**src/rtl/arm_mem_pkg.sv**
```systemverilog
// rtl/arm_mem_pkg.sv - shared types, defaults and helpers for the wait-state data memory
package arm_mem_pkg;

    localparam int DEFAULT_WAIT_CYCLES = 2;
    localparam int DEFAULT_DEPTH       = 64;

    typedef enum logic [1:0] {
        IDLE = 2'd0,
        WAIT = 2'd1,
        DONE = 2'd2
    } state_t;

    // Number of word-index bits needed to address depth words
    function automatic int word_idx_w(input int depth);
        return (depth > 1) ? $clog2(depth) : 1;
    endfunction

endpackage

```
**src/rtl/dmem_wait_responder_if.sv**
```systemverilog
// rtl/dmem_wait_responder_if.sv - M-stage data memory bus between pipeline and responder
interface dmem_wait_responder_if;

    logic        MemReqM;
    logic        MemWriteM;
    logic [31:0] ALUResultM;
    logic [31:0] WriteDataM;
    logic [31:0] ReadDataM;
    logic        StallM;
    logic        ReadyM;
    logic        MisalignM;

    modport master (
        output MemReqM, MemWriteM, ALUResultM, WriteDataM,
        input  ReadDataM, StallM, ReadyM, MisalignM
    );

    modport slave (
        input  MemReqM, MemWriteM, ALUResultM, WriteDataM,
        output ReadDataM, StallM, ReadyM, MisalignM
    );

endinterface

```
**src/rtl/dmem_array.sv**
```systemverilog
// rtl/dmem_array.sv - word storage with synchronous write and registered synchronous read
module dmem_array
    import arm_mem_pkg::*;
#(
    parameter int DEPTH = DEFAULT_DEPTH,
    parameter int IW    = word_idx_w(DEPTH)
) (
    input  logic          clk,
    input  logic          reset,
    input  logic          we_i,
    input  logic          re_i,
    input  logic [IW-1:0] idx_i,
    input  logic [31:0]   wdata_i,
    output logic [31:0]   rdata_o
);

    logic [31:0] mem_q [DEPTH];
    logic [31:0] rdata_q;

    // Contents survive reset; only the read-data register is cleared
    always_ff @(posedge clk) begin
        if (we_i) begin
            mem_q[idx_i] <= wdata_i;
        end
    end

    always_ff @(posedge clk or negedge reset) begin
        if (!reset) begin
            rdata_q <= '0;
        end else if (re_i) begin
            rdata_q <= mem_q[idx_i];
        end
    end

    assign rdata_o = rdata_q;

endmodule

```
**src/rtl/dmem_wait_responder.sv**
```systemverilog
// rtl/dmem_wait_responder.sv - fixed-latency data memory that stalls the pipeline for WAIT_CYCLES
module dmem_wait_responder
    import arm_mem_pkg::*;
#(
    parameter int WAIT_CYCLES = DEFAULT_WAIT_CYCLES,
    parameter int DEPTH       = DEFAULT_DEPTH
) (
    input  logic                  clk,
    input  logic                  reset,
    dmem_wait_responder_if.slave  bus
);

    localparam int         IW       = word_idx_w(DEPTH);
    localparam logic [3:0] CNT_LOAD = 4'(WAIT_CYCLES - 1);

    state_t        state_q, state_d;
    logic [3:0]    cnt_q, cnt_d;
    logic [IW+1:0] addr_q, addr_d;
    logic [31:0]   wdata_q, wdata_d;
    logic          write_q, write_d;

    logic          access;
    logic          unused_addr_hi;

    // Address bits above the word index never reach storage, giving modulo-DEPTH wrap
    assign unused_addr_hi = ^bus.ALUResultM[31:IW+2];

    always_comb begin
        state_d = state_q;
        cnt_d   = cnt_q;
        addr_d  = addr_q;
        wdata_d = wdata_q;
        write_d = write_q;
        case (state_q)
            IDLE: begin
                if (bus.MemReqM) begin
                    addr_d  = bus.ALUResultM[IW+1:0];
                    wdata_d = bus.WriteDataM;
                    write_d = bus.MemWriteM;
                    cnt_d   = CNT_LOAD;
                    state_d = WAIT;
                end
            end
            WAIT: begin
                if (cnt_q == 4'd0) begin
                    state_d = DONE;
                end else begin
                    cnt_d = cnt_q - 4'd1;
                end
            end
            // A request still visible here belongs to the instruction just completed
            DONE:    state_d = IDLE;
            default: state_d = IDLE;
        endcase
    end

    always_ff @(posedge clk or negedge reset) begin
        if (!reset) begin
            state_q <= IDLE;
            cnt_q   <= '0;
            addr_q  <= '0;
            wdata_q <= '0;
            write_q <= 1'b0;
        end else begin
            state_q <= state_d;
            cnt_q   <= cnt_d;
            addr_q  <= addr_d;
            wdata_q <= wdata_d;
            write_q <= write_d;
        end
    end

    assign access = (state_q == WAIT) && (cnt_q == 4'd0);

    dmem_array #(
        .DEPTH (DEPTH),
        .IW    (IW)
    ) u_array (
        .clk     (clk),
        .reset   (reset),
        .we_i    (access && write_q),
        .re_i    (access && !write_q),
        .idx_i   (addr_q[IW+1:2]),
        .wdata_i (wdata_q),
        .rdata_o (bus.ReadDataM)
    );

    // Stall is raised combinationally on the request cycle so the pipeline freezes at once
    assign bus.StallM    = (state_q == WAIT) || ((state_q == IDLE) && bus.MemReqM && reset);
    assign bus.ReadyM    = (state_q == DONE);
    assign bus.MisalignM = (state_q == DONE) && (addr_q[1:0] != 2'b00);

endmodule

```
**src/flat_wrapper.sv**
```systemverilog
// flat-port wrapper written by rule: the top's interface ports become plain ports
module dmem_wait_responder_flat import arm_mem_pkg::*;
#(
    parameter int WAIT_CYCLES = DEFAULT_WAIT_CYCLES,
    parameter int DEPTH       = DEFAULT_DEPTH
)
  (clk, reset, bus_MemReqM, bus_MemWriteM, bus_ALUResultM, bus_WriteDataM, bus_ReadDataM, bus_StallM, bus_ReadyM, bus_MisalignM);
  dmem_wait_responder_if bus_i ();
  input  logic clk;
  input  logic reset;
  input wire logic [$bits(bus_i.MemReqM)-1:0] bus_MemReqM;
  input wire logic [$bits(bus_i.MemWriteM)-1:0] bus_MemWriteM;
  input wire logic [$bits(bus_i.ALUResultM)-1:0] bus_ALUResultM;
  input wire logic [$bits(bus_i.WriteDataM)-1:0] bus_WriteDataM;
  output wire logic [$bits(bus_i.ReadDataM)-1:0] bus_ReadDataM;
  output wire logic [$bits(bus_i.StallM)-1:0] bus_StallM;
  output wire logic [$bits(bus_i.ReadyM)-1:0] bus_ReadyM;
  output wire logic [$bits(bus_i.MisalignM)-1:0] bus_MisalignM;
  assign bus_i.MemReqM = bus_MemReqM;
  assign bus_i.MemWriteM = bus_MemWriteM;
  assign bus_i.ALUResultM = bus_ALUResultM;
  assign bus_i.WriteDataM = bus_WriteDataM;
  assign bus_ReadDataM = bus_i.ReadDataM;
  assign bus_StallM = bus_i.StallM;
  assign bus_ReadyM = bus_i.ReadyM;
  assign bus_MisalignM = bus_i.MisalignM;
  dmem_wait_responder #(.WAIT_CYCLES(WAIT_CYCLES), .DEPTH(DEPTH)) u_core (.clk(clk), .reset(reset), .bus(bus_i));
endmodule
```
**config.mk**
```make
export PLATFORM = sky130hd
export DESIGN_NAME = dmem_wait_responder_flat
export DESIGN_NICKNAME = d
export VERILOG_FILES = /design/src/rtl/arm_mem_pkg.sv /design/src/rtl/dmem_wait_responder_if.sv /design/src/rtl/dmem_array.sv /design/src/rtl/dmem_wait_responder.sv /design/src/flat_wrapper.sv
export SDC_FILE = /design/constraint.sdc
export NUM_CORES = 2
export LEC_CHECK = 0
export ABC_AREA = 1
export CAP_MARGIN = 20
export CORE_ASPECT_RATIO = 1.25
export CORE_UTILIZATION = 39
export DETAILED_ROUTE_END_ITERATION = 16
export GPL_ROUTABILITY_DRIVEN = 1
export HOLD_SLACK_MARGIN = 0.12
export PLACE_DENSITY_LB_ADDON = 0.25
export RECOVER_POWER = 50
export SYNTH_ARGS = -nofsm -noshare
export SYNTH_HDL_FRONTEND = slang
export SYNTH_HIERARCHICAL = 1
export SYNTH_SLANG_ARGS = --single-unit
export TNS_END_PERCENT = 30
```
**constraint.sdc**
```tcl
create_clock -name clk -period 3.8 [get_ports clk]
set_input_delay 0.76 -clock clk [delete_from_list [all_inputs] [get_ports clk]]
set_output_delay 0.76 -clock clk [all_outputs]
set_load 0.02 [all_outputs]
```
==> out/summary.txt <==
clock root buffer: clkbuf_16
mean routed wirelength per cell: 21.3 um
status: finished with violations
number of synthesized flops with an enable pin: 2,048
Synth area leader: edfxtp_1
final wirelength: 256,000 um
syn nets: 8,850
Critical Path End Type: flop
top post-synthesis cells by area: edfxtp_1 69%, nand2_1 25%, dfrtp_1 2.2%, buf_2 1.1%, clkbuf_1 0.68%
Synth Cell Area: 89,100 um^2
Final WS setup: 0.336 ns
fin. max-slew vios: 1,613
Final min period: 3.46 ns
Nets: 8,960
total core area: 226,000 um^2
Reg clk slew, reported paths: 0.06 ns
Die ar.: 230,000 um^2
Final setup viols: 0
CTS sink count: 2,127
#FFs+latches synth: 2,127
Fill cells: 20,700
CTS tree: built
Clock Tree Buf Depth: 4
Routability Congestion: 0.855
Worst-Margin Slew: 2.53 ns
most common cell after layout, fill and taps aside: nand2_1
I/O Buffers: 78
commonest cells after routing, fill and taps aside: 5,843 x nand2_1, 2,048 x edfxtp_1, 209 x clkbuf_16
placed cell count: 11,600
Synth-to-Final Area Change: 14.0%
WHS: 0.468 ns
Layout Skew: 0.0443 ns
Syn Inst Count: 8,781
Pre-Repair DR Iteration Count: 6
vias per inst: 4.98
sequential cell area: 63,500 um^2
Multi-input gate area: 23,700 um^2
total CTS buffers: 204
All-Layer GR Usage: 21.9%
detailed placer's ending HPWL: 143,000 um
Critical Path AT: 4.01 ns
RSZ-0062 raised after global routing: false
Via Count: 59,800
initial drt markers: 5,358
total grt overflow: 0
first-pass GRT wire length: 375,000 um
Final Non-Filler Cells: 12,000
pin count of the biggest net entering global routing: 138
Max FO, Critical Path: 40
ANT nets after route: 0
DRC violation count after routing: 0
startpoint type of the worst setup path: flop
max cap viols: 43
Sum Neg Setup Slack: 0 ns
worst path required time: 4.35 ns
Main synth FF type: edfxtp_1
worst skew pair latency: 0.86 ns
row count: 195
number of global-route vias before repair: 56,800
Die Height: 536 um
Mean Syn Cell Area: 10.1 um^2
synth warn: 6
Leak: 42.2 nW
dpl ws: 0.735 ns
initial antenna violation count: 13
crit share post-route: 91.1%
Post-CTS Resized: 0
FMAX: 289 MHz
layout cells sized above 1: 6.88%
post-synth cell types: 26
post-synth top area share: 69.0%
Hold Path Class: input pin to flop
Final Hold Viols: 0
Power Density: 759 nW/um^2
crit path kind: flop to flop
Starting Density: 39.4%
H-Tree Depth: 4
failing checks: capacitance limit, slew limit
die width: 430 um
Peak VDD IR: 0.000561 V
ys async rst share: 3.71%
register area share after synthesis: 71.2%
Ports: 103
headroom to the max-slew limit: -68.8%
==> metal layers <==
| layer | part of all wire (%) | up-vias | GRT usage [%] |
|---|---|---|---|
| li1 | - | 28500 | - |
| met1 | 41 | 29000 | 28.6 |
| met2 | 48 | 1929 | 37.0 |
| met3 | 6.0 | 398 | 1.97 |
| met4 | 4.9 | 2 | 10.1 |
| met5 | 0.0051 | - | 0 |
==> power breakdown <==
part	switching [mW]	leakage, nW	internal, mW
sequential	2.77	19.5	29.5
clock	8.59	3.16	11.3
combinational	18.3	19.5	6.52
==> cell families (layout without fill, tap and decap cells) <==
logic type	count (synthesis)	count (layout)	synth area share [%]
xor+xnor	1	1	0.00983
fa+ha+maj	1	1	0.0140
other cells	0	5	0
buf+inv	538	811	2.73
compound gates	27	27	0.166
simple gates	6087	6087	25.8
flops	2127	2127	71.2
==> path summary, 6_finish.rpt <==
check                                                     from                                      to  slack (ns)  cells past startpoint
min in group asynchronous                                reset            u_core/addr_q[5]$_DFFE_PN0P_        1.04                      3
worst max-delay path            u_core/wdata_q[24]$_DFFE_PN0P_  u_core/u_array/mem_q[13][24]$_DFFE_PP_        0.34                      2
worst min register to register    u_core/addr_q[0]$_DFFE_PN0P_            u_core/addr_q[0]$_DFFE_PN0P_        0.49                      2
max in group asynchronous                                reset  u_core/u_array/rdata_o[20]$_DFFE_PN0P_        0.91                      4
worst min-delay path                         bus_ALUResultM[4]            u_core/addr_q[4]$_DFFE_PN0P_        0.47                      3
worst max register to register  u_core/wdata_q[24]$_DFFE_PN0P_  u_core/u_array/mem_q[13][24]$_DFFE_PP_        0.34                      2
==> worst max-delay path: stages (launching register included) <==
cell and delay [ns]:
dfrtp_1 0.62, clkbuf_1 1.84, clkbuf_2 0.67
==> cell usage after synthesis (12+ instances only) <==
cell      instances
or2_2            32
a21oi_1          12
nand3_1          54
buf_2           195
nor2_1          150
nand2_1        5842
dfrtp_1          79
buf_1            42
inv_1            96
clkbuf_1        161
buf_4            29
edfxtp_1       2048
==> stage by stage <==
stage,util [%],power [mW],instance area (um^2)
2_1_floorplan,-,46.4,89100
3_3_place_gp,42.1,57.2,95300
3_5_place_dp,42.1,57.5,95300
4_1_cts,44.9,77.3,102000
5_1_grt,44.8,80.9,102000
6_report,44.9,77.0,102000
==> sequential cells by signal, indices dropped and copies added (netlist names) <==
signal,count
u_core/u_array/rdata_o,32
u_core/addr_q,8
u_core/state_q,2
u_core/u_array/mem_q,2048
u_core/write_q,1
u_core/wdata_q,32
u_core/cnt_q,4
==> area by class of cell <==
type / count / area share (%)
Antenna cell: 5 / 0.0123
Clock buffer: 260 / 5.40
Clock inverter: 109 / 0.940
Inverter: 103 / 0.405
Multi-Input combinational cell: 6116 / 23.4
Sequential cell: 2127 / 62.5
Tap cell: 2955 / 3.64
Timing Repair Buffer: 339 / 3.74
==> repair_timing <==
item	CTS	global route
hold buffers	1	0
setup buffers	0	0
hold endpoints to repair	47	0
Note: power is estimated with default switching activity, not from simulation.
